==> src/rtl/tl_pkg.sv <==
// Shared definitions for the traffic-light sensor conditioning block:
// occupancy FSM encoding and a counter-width helper.
package tl_pkg;

    // 2'b11 is unused; the FSM recovers from it to ST_IDLE.
    typedef enum logic [1:0] {
        ST_IDLE = 2'b00,
        ST_OCC  = 2'b01,
        ST_HOLD = 2'b10
    } tl_state_e;

    // Ceiling log2: number of bits needed to hold values 0..v-1.
    function automatic int clog2(input int v);
        int r;
        r = 0;
        while ((1 << r) < v) r++;
        return r;
    endfunction

    // Counter width that is never zero, so a 1-cycle parameter still yields a legal vector.
    function automatic int cw(input int v);
        return (clog2(v) < 1) ? 1 : clog2(v);
    endfunction

endpackage

==> src/rtl/tl_sensor_ch.sv <==
// One road-sensor channel: 2-FF synchronizer, debounce filter, occupancy FSM
// with post-departure hold, arrival pulse and sticky stuck-high fault.
//
// state   | meaning
// --------+-----------------------------------------------------------
// IDLE    | no car; waiting for the debounced sensor to rise
// OCC     | car present; stuck timer runs while the sensor stays high
// HOLD    | sensor fell; occupancy held for HOLD_CYCLES before IDLE
module tl_sensor_ch
    import tl_pkg::*;
#(
    parameter int DB_CYCLES    = 4,
    parameter int HOLD_CYCLES  = 8,
    parameter int STUCK_CYCLES = 255
) (
    input  logic clk,
    input  logic reset_n,   // active-high synchronous reset
    input  logic raw_i,
    output logic occ_o,
    output logic evt_o,
    output logic fault_o
);

    localparam int DW = cw(DB_CYCLES);
    localparam int HW = cw(HOLD_CYCLES);
    localparam int SW = cw(STUCK_CYCLES + 1);

    localparam logic [DW-1:0] DB_LAST   = DW'(DB_CYCLES - 1);
    localparam logic [HW-1:0] HOLD_INIT = HW'(HOLD_CYCLES - 1);
    localparam logic [SW-1:0] STUCK_LIM = SW'(STUCK_CYCLES - 1);
    localparam logic [SW-1:0] STUCK_SAT = SW'(STUCK_CYCLES);

    logic            s1_q, s2_q;
    logic            db_q, db_d;
    logic [DW-1:0]   dcnt_q, dcnt_d;
    tl_state_e       state_q;
    logic [HW-1:0]   hcnt_q;
    logic [SW-1:0]   scnt_q;
    logic            evt_q, fault_q;

    // Debounce next-state: accept a new level only after DB_CYCLES stable differing samples.
    always_comb begin
        db_d   = db_q;
        dcnt_d = '0;
        if (s2_q != db_q) begin
            if (dcnt_q == DB_LAST) begin
                db_d   = s2_q;
                dcnt_d = '0;
            end else begin
                dcnt_d = dcnt_q + 1'b1;
            end
        end
    end

    // Synchronizer and debounce registers.
    always_ff @(posedge clk) begin
        if (reset_n) begin
            s1_q   <= 1'b0;
            s2_q   <= 1'b0;
            db_q   <= 1'b0;
            dcnt_q <= '0;
        end else begin
            s1_q   <= raw_i;
            s2_q   <= s1_q;
            db_q   <= db_d;
            dcnt_q <= dcnt_d;
        end
    end

    // Occupancy FSM with hold timer, stuck timer, arrival pulse and sticky fault.
    always_ff @(posedge clk) begin
        if (reset_n) begin
            state_q <= ST_IDLE;
            hcnt_q  <= '0;
            scnt_q  <= '0;
            evt_q   <= 1'b0;
            fault_q <= 1'b0;
        end else begin
            evt_q <= 1'b0;
            case (state_q)
                ST_IDLE: begin
                    if (db_q) begin
                        state_q <= ST_OCC;
                        scnt_q  <= '0;
                        evt_q   <= 1'b1;
                    end
                end
                ST_OCC: begin
                    if (!db_q) begin
                        state_q <= ST_HOLD;
                        hcnt_q  <= HOLD_INIT;
                        scnt_q  <= '0;
                    end else begin
                        if (scnt_q != STUCK_SAT) scnt_q <= scnt_q + 1'b1;
                        if (scnt_q == STUCK_LIM) fault_q <= 1'b1;
                    end
                end
                ST_HOLD: begin
                    // A returning sensor is treated as the same car or platoon: no new event.
                    if (db_q) begin
                        state_q <= ST_OCC;
                    end else if (hcnt_q == '0) begin
                        state_q <= ST_IDLE;
                    end else begin
                        hcnt_q <= hcnt_q - 1'b1;
                    end
                end
                default: state_q <= ST_IDLE;
            endcase
        end
    end

    // A faulty channel is reported occupied so its road keeps being served.
    assign occ_o   = (state_q != ST_IDLE) | fault_q;
    assign evt_o   = evt_q;
    assign fault_o = fault_q;

endmodule

==> src/rtl/tl_sensor_cond.sv <==
// Sensor conditioning front end for the traffic-light controller.
// Two independent channels turn raw road sensors A and B into clean Ta/Tb levels.
module tl_sensor_cond
    import tl_pkg::*;
#(
    parameter int DB_CYCLES    = 4,
    parameter int HOLD_CYCLES  = 8,
    parameter int STUCK_CYCLES = 255
) (
    input  logic clk,
    input  logic reset_n,   // active-high synchronous reset
    input  logic sa_raw,
    input  logic sb_raw,
    output logic Ta,
    output logic Tb,
    output logic a_evt,
    output logic b_evt,
    output logic a_fault,
    output logic b_fault
);

    tl_sensor_ch #(
        .DB_CYCLES   (DB_CYCLES),
        .HOLD_CYCLES (HOLD_CYCLES),
        .STUCK_CYCLES(STUCK_CYCLES)
    ) u_ch_a (
        .clk    (clk),
        .reset_n(reset_n),
        .raw_i  (sa_raw),
        .occ_o  (Ta),
        .evt_o  (a_evt),
        .fault_o(a_fault)
    );

    tl_sensor_ch #(
        .DB_CYCLES   (DB_CYCLES),
        .HOLD_CYCLES (HOLD_CYCLES),
        .STUCK_CYCLES(STUCK_CYCLES)
    ) u_ch_b (
        .clk    (clk),
        .reset_n(reset_n),
        .raw_i  (sb_raw),
        .occ_o  (Tb),
        .evt_o  (b_evt),
        .fault_o(b_fault)
    );

endmodule

==> config.mk <==
export PLATFORM = sky130hd
export DESIGN_NAME = tl_sensor_cond
export DESIGN_NICKNAME = d
export VERILOG_FILES = /design/src/rtl/tl_pkg.sv /design/src/rtl/tl_sensor_ch.sv /design/src/rtl/tl_sensor_cond.sv
export SDC_FILE = /design/constraint.sdc
export NUM_CORES = 1
export LEC_CHECK = 0
export BUFFER_PORTS_ARGS = -buffer_cell sky130_fd_sc_hd__buf_2
export CELL_PAD_IN_SITES_DETAIL_PLACEMENT = 1
export CELL_PAD_IN_SITES_GLOBAL_PLACEMENT = 1
export CORE_UTILIZATION = 25
export DETAILED_ROUTE_END_ITERATION = 10
export GPL_ROUTABILITY_DRIVEN = 1
export PLACE_DENSITY = 0.49
export SYNTH_ARGS = -nofsm -noshare
export SYNTH_HDL_FRONTEND = slang
export SYNTH_SLANG_ARGS = --single-unit
export TNS_END_PERCENT = 100
==> constraint.sdc <==
create_clock -name clk -period 4.7 [get_ports clk]
set_input_delay 0.47 -clock clk [delete_from_list [all_inputs] [get_ports clk]]
set_output_delay 0.47 -clock clk [all_outputs]
set_load 0.02 [all_outputs]
==> results of run 1 <==
==> area by class of cell <==
type	count	area, sq um
timing repair buffer	9	45.0
clock buffer	5	68.8
inverter	14	52.6
clock inverter	3	42.5
fill	850	5170
sequential	40	801
multi-input combinational	157	1030
tap	99	124
==> power by group through the flow <==
| stage | sequential, uW | combinational [uW] | clock [uW] |
|---|---|---|---|
| after floorplan | 349 | 7.78 | 0 |
| after global placement | 350 | 10.7 | 0 |
| after detailed placement | 350 | 11.0 | 0 |
| after CTS | 342 | 11.0 | 305 |
| after global routing | 342 | 12.0 | 315 |
| final | 342 | 10.5 | 287 |
==> path summary, 6_finish.rpt <==
check / from / to / slack, ns
min: sb_raw / u_ch_b.s1_q / 0.38
max reg2reg: u_ch_b.scnt_q[0] / u_ch_b.scnt_q[2] / 3.09
max: u_ch_b.state_q[1] / Tb / 2.88
min reg2reg: u_ch_b.dcnt_q[0] / u_ch_b.dcnt_q[0] / 0.42
==> metrics by stage <==
| step | worst slack, ns | utilization (%) | cell area [sq um] | hold slack (ns) |
|---|---|---|---|---|
| final | 2.88 | 29.5 | 2160 | 0.383 |
| after global routing | 2.80 | 29.5 | 2160 | 0.373 |
| after CTS | 2.84 | 29.5 | 2160 | 0.375 |
| after detailed placement | 3.00 | 28.0 | 2050 | 0.416 |
| after global placement | 3.03 | 28.0 | 2050 | 0.414 |
| after floorplan | 3.24 | - | 1920 | 0.397 |
==> state kept, by name, summed over array words and instances (netlist names), 2 cells and up <==
| register | flops |
|---|---|
| u_ch_a.scnt_q | 8 |
| u_ch_b.hcnt_q | 3 |
| u_ch_b.state_q | 2 |
| u_ch_a.dcnt_q | 2 |
| u_ch_a.state_q | 2 |
| u_ch_a.hcnt_q | 3 |
| u_ch_b.scnt_q | 8 |
| u_ch_b.dcnt_q | 2 |
==> metal layers <==
metal / up-vias / wire length, um
met5: - / 0
met4: 0 / 47
met3: 4 / 83
met2: 9 / 1790
met1: 741 / 2260
li1: 815 / -
==> critical path, delay by kind of cell (launching register included) <==
family | cells | cell delay [ns]
buf+inv | 1 | 0.17
flops | 1 | 0.40
simple gates | 1 | 0.49
==> cell usage in the layout (no fill, tap or decap), types with 6 or more instances in the layout <==
cell | netlist | routed
a21oi_1 | 15 | 15
nor2_1 | 21 | 21
nand4_1 | 6 | 6
nor2b_1 | 6 | 6
inv_1 | 14 | 14
buf_2 | 3 | 9
nor3_1 | 9 | 9
ha_1 | 10 | 10
o21ai_0 | 7 | 7
nand2_1 | 9 | 9
dfxtp_1 | 40 | 40
==> logic make-up (layout without fill, tap and decap cells) <==
group	Yosys count	count (layout)	synth area share (%)
compound gates	59	59	21.2
buf+inv	22	31	4.88
xor+xnor	2	2	0.912
flops	40	40	41.7
simple gates	84	84	23.8
mux	2	2	1.04
fa+ha+maj	10	10	6.51
==> impl_metrics.csv, run 1 <==
group,metric,value,unit
clock_tree,cts_root_buf,"clkbuf_8",
finish,diodes,0,
timing,slew_headroom,52.7,%
timing,finalSetupTns,0,ns
timing,grt_setup_unrepaired,"no",
finish,final_cells,327,
placed_design,dp_hpwl,2910,um
synthesis,synth_edf_count,0,
worst_setup_path,cp.required,4.23,ns
worst_hold_path,hold_path_depth,2,
synthesis,ys_warn_count,0,
power_and_ir_drop,power,639,uW
floorplanning,die_h,89.7,um
route,dr.pass1.iters,4,
finish,drive_above_1_share,11.0,%
worst_setup_path,max_stage_delay,0.49,ns
placed_design,place.port_buffers,9,
floorplanning,fp.dieArea,8040,sq um
synthesis,syn_nets,233,
clock_tree,clk_latency,0.29,ns
worst_setup_path,crit_path_top_delay_cell,"or3_2",
timing,max_freq,548,MHz
timing,period_share,38.8,%
route,drtIter0Drc,44,
timing,fin_skew,0.00853,ns
route,viasPerCell,4.80,
synthesis,synthCells,219,
route,ant_nets,0,
power_and_ir_drop,p_sw,137,uW
power_and_ir_drop,power.internal,502,uW
clock_tree,h-tree-depth,2,
synthesis,synth.distinct_cells,47,
power_and_ir_drop,comb_power_share,1.6,%
route,vias,1569,
clock_tree,cts_resized,0,
floorplanning,core,7330,sq um
grt,use_met3,3.02,%
synthesis,ys_ff_latch,40,
placed_design,gp_congestion,0.713,
synthesis,synth.yosys.seq_area_share,41.7,%
timing,setup_viol,0,
clock_tree,cts_setup_buffers,0,
synthesis,synth_ff_type,"dfxtp_1",
floorplanning,io_pins,10,
clock_tree,cts.sinks,40,
timing,hold_viol_final,0,
worst_setup_path,critPathMaxFanout,9,
grt,grt_max_degree,41,
timing,worstMarginPinSlew,0.710,ns
synthesis,ys_async_sr_fraction,0,%
clock_tree,cts_tree,"done",
placed_design,placed_cells,319,
route,wl,4180,um
power_and_ir_drop,power_density,296,nW/um^2
power_and_ir_drop,seqPwrFrac,53.5,%
power_and_ir_drop,ir_drop,0.0000964,V
power_and_ir_drop,p_sw_share,21.5,%
grt,grt_util_met2,17.9,%
grt,antenna_found_initial,0,
finish,layout.nets,241,
timing,min_period,1.82,ns
worst_hold_path,min_path_type,"input pin to flop",
floorplanning,die_w,89.7,um
synthesis,synth_top_area_cell,"dfxtp_1",
worst_setup_path,end_kind,"output pin",
run_status,status,"finished clean",
grt,grt_util_met1,16.3,%
clock_tree,cts_made_buffers,5,
grt,track_usage,11.9,%
synthesis,yosys-top-cells-area,"dfxtp_1 (42%), ha_1 (6.5%), nor2_1 (4.1%)",
grt,grt_pass1_vias,1511,
grt,grt_pass1_wl,7280,um
clock_tree,path_clk_slew,0.09,ns
grt,overflow,0,
floorplanning,num_rows,31,
synthesis,avgSynthCellArea,8.78,sq um
worst_setup_path,critPathKind,"flop to output pin",
worst_setup_path,crit_path_start_kind,"flop",
route,drc_errors,0,
timing,maxSlewViolCount,0,
worst_setup_path,cp.arrival,1.35,ns
synthesis,synth.most_common_cell,"dfxtp_1",
synthesis,ys_top_cells_by_count,"dfxtp_1 (40), nor2_1 (21), a21oi_1 (15)",
grt,grt_busiest_layer,"met2",
floorplanning,start_util,26.2,%
flow_run,drv_cap,0,
synthesis,synth_area,1920,sq um
clock_tree,cts_buffer_depth,2,
route,wl_per_cell,12.8,um
synthesis,synth_top_area_share,41.7,%
power_and_ir_drop,clkPwrFrac,44.9,%
worst_setup_path,reg2reg_depth,5,
worst_setup_path,path_cells,"or3_2 -> buf_2",
power_and_ir_drop,leakagePower,0.000756,uW
clock_tree,hold_buffers,0,
finish,syn_to_final_growth,12.4,%
No activity file was read; power rests on OpenSTA's default activity.
==> run 2: changes to the inputs <==
- ABC_AREA: default -> 1
- PLACE_DENSITY: 0.49 -> 0.5
- clock period: 4.7 -> 1.7 ns (I/O delays scaled with it)
==> run 2 against run 1 <==
  * Cell area grew 9.4%
  * Critical endpoint is now u_ch_b.scnt_q[5]
  * Synthesized cell count grew 32%
  * Clock skew shrank 0.0049 ns
  * Utilization grew 0.50 points
  * Largest power group unchanged
==> impl_metrics.csv, run 2 <==
group,metric,value,unit
timing,setup_viol,0,
placed_design,place_ws,0.243,ns
timing,fin_skew,0.00365,ns
synthesis,synth_top_area_cell,"dfxtp_1",
synthesis,synth_ff_type,"dfxtp_1",
route,drtIter0Drc,42,
clock_tree,cts_resized,0,
clock_tree,cts.sinks,40,
timing,finalSetupTns,0,ns
finish,fin_area,2360,sq um
synthesis,synth.most_common_cell,"nand2_1",
clock_tree,h-tree-depth,2,
synthesis,synth.yosys.seq_area_share,38.3,%
synthesis,ys_ff_latch,40,
finish,layout.nets,320,
synthesis,synth.distinct_cells,25,
worst_setup_path,critPathKind,"flop to flop",
worst_setup_path,crit_path_start_kind,"flop",
placed_design,dpl_cell_area,2270,sq um
clock_tree,path_clk_slew,0.08,ns
synthesis,synth_edf_count,0,
floorplanning,die_w,93.5,um
timing,setup_slack,0.235,ns
finish,fillCellCount,993,
worst_setup_path,max_stage_delay,0.41,ns
grt,grt_pass1_wl,7830,um
floorplanning,num_rows,32,
timing,worstMarginPinSlew,0.549,ns
synthesis,synth_top_area_share,38.3,%
worst_setup_path,critPathMaxFanout,7,
worst_setup_path,end_kind,"flop",
timing,period_share,86.2,%
finish,drive_above_1_share,16.3,%
clock_tree,cts_root_buf,"clkbuf_8",
finish,diodes,0,
run_status,status,"finished clean",
synthesis,avgSynthCellArea,7.23,sq um
floorplanning,die_h,93.5,um
synthesis,ys_top_cells_by_count,"nand2_1 (56), inv_1 (44), nor2_1 (41)",
power_and_ir_drop,leakagePower,0.00102,uW
worst_setup_path,cp.arrival,1.70,ns
floorplanning,start_util,26.5,%
flow_run,drv_cap,0,
route,vias,1727,
grt,grt_max_degree,21,
clock_tree,cts_made_buffers,5,
route,dr.pass1.iters,4,
grt,antenna_found_initial,0,
power_and_ir_drop,power_density,701,nW/um^2
floorplanning,io_pins,10,
route,viasPerCell,4.22,
floorplanning,core,7890,sq um
finish,syn_to_final_growth,13.1,%
finish,reg_top3,"u_ch_a.scnt_q x8, u_ch_b.scnt_q x8",
grt,grt_pass1_vias,1674,
power_and_ir_drop,power,1660,uW
route,wl,4420,um
route,wl_per_cell,10.8,um
timing,whs,0.0761,ns
synthesis,synthCells,289,
synthesis,syn_nets,303,
clock_tree,cts_tree,"done",
grt,overflow,0,
timing,slew_headroom,63.3,%
route,drc_errors,0,
finish,layout_common_cells,"nand2_1 (56), inv_1 (44), nor2_1 (41)",
clock_tree,hold_buffers,0,
worst_setup_path,crit_path_top_delay_cell,"dfxtp_1",
placed_design,gp_congestion,0.742,
floorplanning,fp.dieArea,8730,sq um
clock_tree,cts_buffer_depth,2,
worst_setup_path,critPathBufInv,1,
timing,min_period,1.46,ns
finish,multiInputGateArea,1060,sq um
grt,track_usage,11.6,%
worst_hold_path,min_path_type,"input pin to flop",
clock_tree,cts_setup_buffers,0,
clock_tree,clk_latency,0.29,ns
placed_design,dp_hpwl,3300,um
power_and_ir_drop,ir_drop,0.000268,V
route,ant_nets,0,
synthesis,synth_area,2090,sq um
synthesis,ys_warn_count,0,
finish,regArea,801,sq um
worst_setup_path,cp.required,1.94,ns
worst_setup_path,path_cells,"ha_1 -> nand2_1 -> nor2_2 -> nand3_4 -> nand2_4 -> inv_4 -> nand2_2 -> nand2_1 -> nor2_2",
finish,final_common_cell,"nand2_1",
synthesis,yosys-top-cells-area,"dfxtp_1 (38%), nand2_1 (10%), inv_1 (7.9%)",
timing,grt_setup_unrepaired,"no",
timing,maxSlewViolCount,0,
synthesis,ys_async_sr_fraction,0,%
worst_setup_path,worst_path_dominant_cell_family,"simple AND/OR/NAND/NOR gates",
timing,hold_viol_final,0,
timing,max_freq,683,MHz
placed_design,place.port_buffers,9,
run 2: cell types whose count changed after synthesis, moves of 5 or more:
cell,previous run,this run
a21oi_1,15,20
inv_1,14,44
nand2_1,9,56
nand2b_1,5,0
nand3_1,5,20
nand3b_1,5,0
nor2_1,21,41
nor2b_1,6,0
nor3_1,9,4
or3_1,5,0
run 2: layer usage:
metal,up-vias,track usage [%],wire (um)
met4,0,4.23,41
met1,772,15.3,2340
met3,2,2.44,79
met2,10,18.6,1960
li1,943,-,-
met5,-,0,0
run 2: final timing paths:
| check | from | end | slack, ns | cells past startpoint |
|---|---|---|---|---|
| worst max-delay path | u_ch_b.scnt_q[0] | u_ch_b.scnt_q[5] | 0.24 | 9 |
| worst min-delay path | sa_raw | u_ch_a.s1_q | 0.08 | 3 |
| worst max register to register | u_ch_b.scnt_q[0] | u_ch_b.scnt_q[5] | 0.24 | 9 |
| worst min register to register | u_ch_a.s1_q | u_ch_a.s2_q | 0.41 | 2 |
run 2: layout make-up:
| type | instances | area share (%) |
|---|---|---|
| clock buffer | 6 | 3.49 |
| clock inverter | 2 | 0.423 |
| inverter | 52 | 8.68 |
| multi-input combinational | 194 | 45.0 |
| sequential | 40 | 33.9 |
| tap | 102 | 5.40 |
| timing repair buffer | 13 | 3.17 |
run 2: worst reg2reg max path: cells and delay by family, from the launching register on:
family | cells | cell delay, ns
AND/OR/NAND/NOR | 7 | 0.74
flip-flops | 1 | 0.41
adder cells (fa/ha/maj) | 1 | 0.20
buffers and inverters | 1 | 0.05
run 2: cells by family (layout without fill, tap and decap cells):
family,Yosys count,count (layout),synth area share (%)
simple gates,146,146,34.0
buf+inv,55,73,10.8
flops,40,40,38.3
compound gates,38,38,10.9
fa+ha+maj,10,10,5.98
run 2: power breakdown:
group          switching, uW  internal [uW]  total [uW]
clock network            352            325         676
registers               2.74            942         945
logic                   25.4           12.2        37.6
run 2: metrics by stage:
| step | util, % | cells |
|---|---|---|
| floorplan | - | 289 |
| global placement | 28.8 | 401 |
| detailed placement | 28.8 | 401 |
| CTS | 30.0 | 409 |
| global route | 30.0 | 409 |
| finish | 30.0 | 409 |
==> run 3: changes to the inputs <==
--- a/config.mk
+++ b/config.mk
@@ -7,3 +7,2 @@
 export LEC_CHECK = 0
-export ABC_AREA = 1
 export BUFFER_PORTS_ARGS = -buffer_cell sky130_fd_sc_hd__buf_2
@@ -14,3 +13,3 @@
 export GPL_ROUTABILITY_DRIVEN = 1
-export PLACE_DENSITY = 0.5
+export PLACE_DENSITY = 0.49
 export SYNTH_ARGS = -nofsm -noshare
==> constraint.sdc (replaced) <==
create_clock -name clk -period 1.7 [get_ports clk]
set_input_delay 0.085 -clock clk [delete_from_list [all_inputs] [get_ports clk]]
set_output_delay 0.085 -clock clk [all_outputs]
set_load 0.02 [all_outputs]
==> run 3 against run 2 <==
  * Cell area decreased by 5.5%
  * Sequential share of layout area rose by 2.0 points
  * Cell count shrank 18%
  * Register-to-register slack got worse by 0.09 ns
  * Clock skew grew 0.0011 ns
  * Critical path depth decreased by 3
  * Global-route usage up 0.28 points
  * Highest routed layer unchanged
==> impl_metrics.csv, run 3 (synthesis results as in run 1) <==
group,metric,value,unit
route,vias,1627,
grt,grt_pass1_vias,1528,
clock_tree,path_clk_slew,0.08,ns
finish,fin_util,30.5,%
floorplanning,fp.dieArea,8040,sq um
clock_tree,cts_tree,"done",
clock_tree,cts_made_buffers,5,
power_and_ir_drop,power,1770,uW
placed_design,place.port_buffers,9,
worst_hold_path,min_path_type,"input pin to flop",
worst_setup_path,path_cells,"inv_1 -> ha_1 -> nor2b_1 -> o21a_1 -> or4_1 -> a31oi_1",
finish,diodes,0,
clock_tree,clk_latency,0.29,ns
worst_setup_path,crit_path_top_delay_cell,"or4_1",
placed_design,dp_hpwl,3200,um
timing,min_period,1.55,ns
run_status,status,"finished clean",
floorplanning,die_w,89.7,um
finish,fin_area,2240,sq um
route,drc_errors,0,
placed_design,dpl_cell_area,2120,sq um
power_and_ir_drop,ir_drop,0.000278,V
timing,finalSetupTns,0,ns
timing,setup_viol,0,
grt,track_usage,11.9,%
route,ant_nets,0,
route,drtIter0Drc,49,
timing,hold_viol_final,0,
timing,slew_headroom,68.8,%
grt,grt_max_degree,22,
floorplanning,io_pins,10,
floorplanning,num_rows,31,
route,wl,4300,um
finish,syn_to_final_growth,16.3,%
clock_tree,cts_root_buf,"clkbuf_8",
clock_tree,cts.sinks,40,
floorplanning,start_util,26.2,%
clock_tree,h-tree-depth,2,
route,viasPerCell,4.83,
finish,layout.nets,251,
finish,layout_common_cells,"dfxtp_1 (40), nor2_1 (21), a21oi_1 (15)",
power_and_ir_drop,leakagePower,0.000809,uW
placed_design,gp_congestion,0.716,
finish,final_common_cell,"dfxtp_1",
timing,grt_setup_unrepaired,"no",
worst_setup_path,max_stage_delay,0.41,ns
finish,fillCellCount,866,
timing,maxSlewViolCount,0,
timing,setup_slack,0.148,ns
finish,reg_top3,"u_ch_a.scnt_q x8, u_ch_b.scnt_q x8",
flow_run,drv_cap,0,
worst_setup_path,cp.required,1.92,ns
worst_setup_path,end_kind,"flop",
clock_tree,cts_buffer_depth,2,
finish,drive_above_1_share,14.7,%
timing,max_freq,644,MHz
worst_setup_path,cp.arrival,1.78,ns
floorplanning,die_h,89.7,um
grt,grt_pass1_wl,7290,um
placed_design,place_ws,0.130,ns
power_and_ir_drop,power_density,792,nW/um^2
floorplanning,core,7330,sq um
grt,overflow,0,
timing,fin_skew,0.00471,ns
worst_setup_path,crit_path_start_kind,"flop",
timing,period_share,91.3,%
timing,worstMarginPinSlew,0.467,ns
grt,antenna_found_initial,0,
route,wl_per_cell,12.8,um
worst_setup_path,critPathKind,"flop to flop",
worst_setup_path,critPathMaxFanout,5,
route,dr.pass1.iters,4,
-- run 3: per-layer routing --
| metal | global-route usage (%) | part of all wire [%] | wire, um | vias up |
|---|---|---|---|---|
| met5 | 0 | 0 | 0 | - |
| met4 | 3.46 | 1.3 | 54 | 0 |
| met3 | 2.74 | 2.2 | 94 | 5 |
| met2 | 18.5 | 44 | 1900 | 13 |
| met1 | 16.4 | 52 | 2250 | 772 |
| li1 | - | - | - | 837 |
-- run 3: worst max-delay path: cells and delay by family, from the launching register on --
kind                       cells  cell delay [ns]
DFF                            1             0.33
buffers and inverters          1             0.07
AOI/OAI and AO/OA              2             0.35
and+or+nand+nor                2             0.55
adders and majority gates      1             0.19
-- run 3: path summary, 6_finish.rpt --
| kind | from | end | slack [ns] | depth (start not counted) |
|---|---|---|---|---|
| setup / recovery | u_ch_b.hcnt_q[0] | u_ch_b.hcnt_q[2] | 0.15 | 6 |
| hold / removal | sb_raw | u_ch_b.s1_q | 0.004 | 2 |
| setup reg to reg | u_ch_b.hcnt_q[0] | u_ch_b.hcnt_q[2] | 0.15 | 6 |
| hold reg to reg | u_ch_a.dcnt_q[0] | u_ch_a.dcnt_q[0] | 0.43 | 1 |
-- run 3: repair_timing --
| action | 4_1_cts | 5_1_grt |
|---|---|---|
| hold buffers | 0 | 0 |
| setup endpoints to repair | 0 | 1 |
| buffers inserted | 0 | 0 |
| resized for setup | 0 | 0 |
-- run 3: report_power, final --
part,switching (uW),total [uW],internal [uW]
clock network,357,792,435
logic,20.2,33.2,13.0
registers,2.70,944,942
total,380,1770,1390
-- run 3: final cells by class --
class | count | area [sq um] | area share, %
clock buffers | 5 | 68.8 | 3.08
clock inverters | 3 | 42.5 | 1.90
inverters | 14 | 52.6 | 2.35
multi-input cells | 157 | 1030 | 45.9
flip-flops and latches | 40 | 801 | 35.8
well taps | 99 | 124 | 5.54
repair buffers | 19 | 120 | 5.37
-- run 3: per-stage QoR --
step,std cells,hold WS [ns]
3_3_place_gp,329,0.292
3_5_place_dp,329,0.315
5_1_grt,337,0.0163
4_1_cts,337,0.00230
6_report,337,0.00445
2_1_floorplan,219,0.213
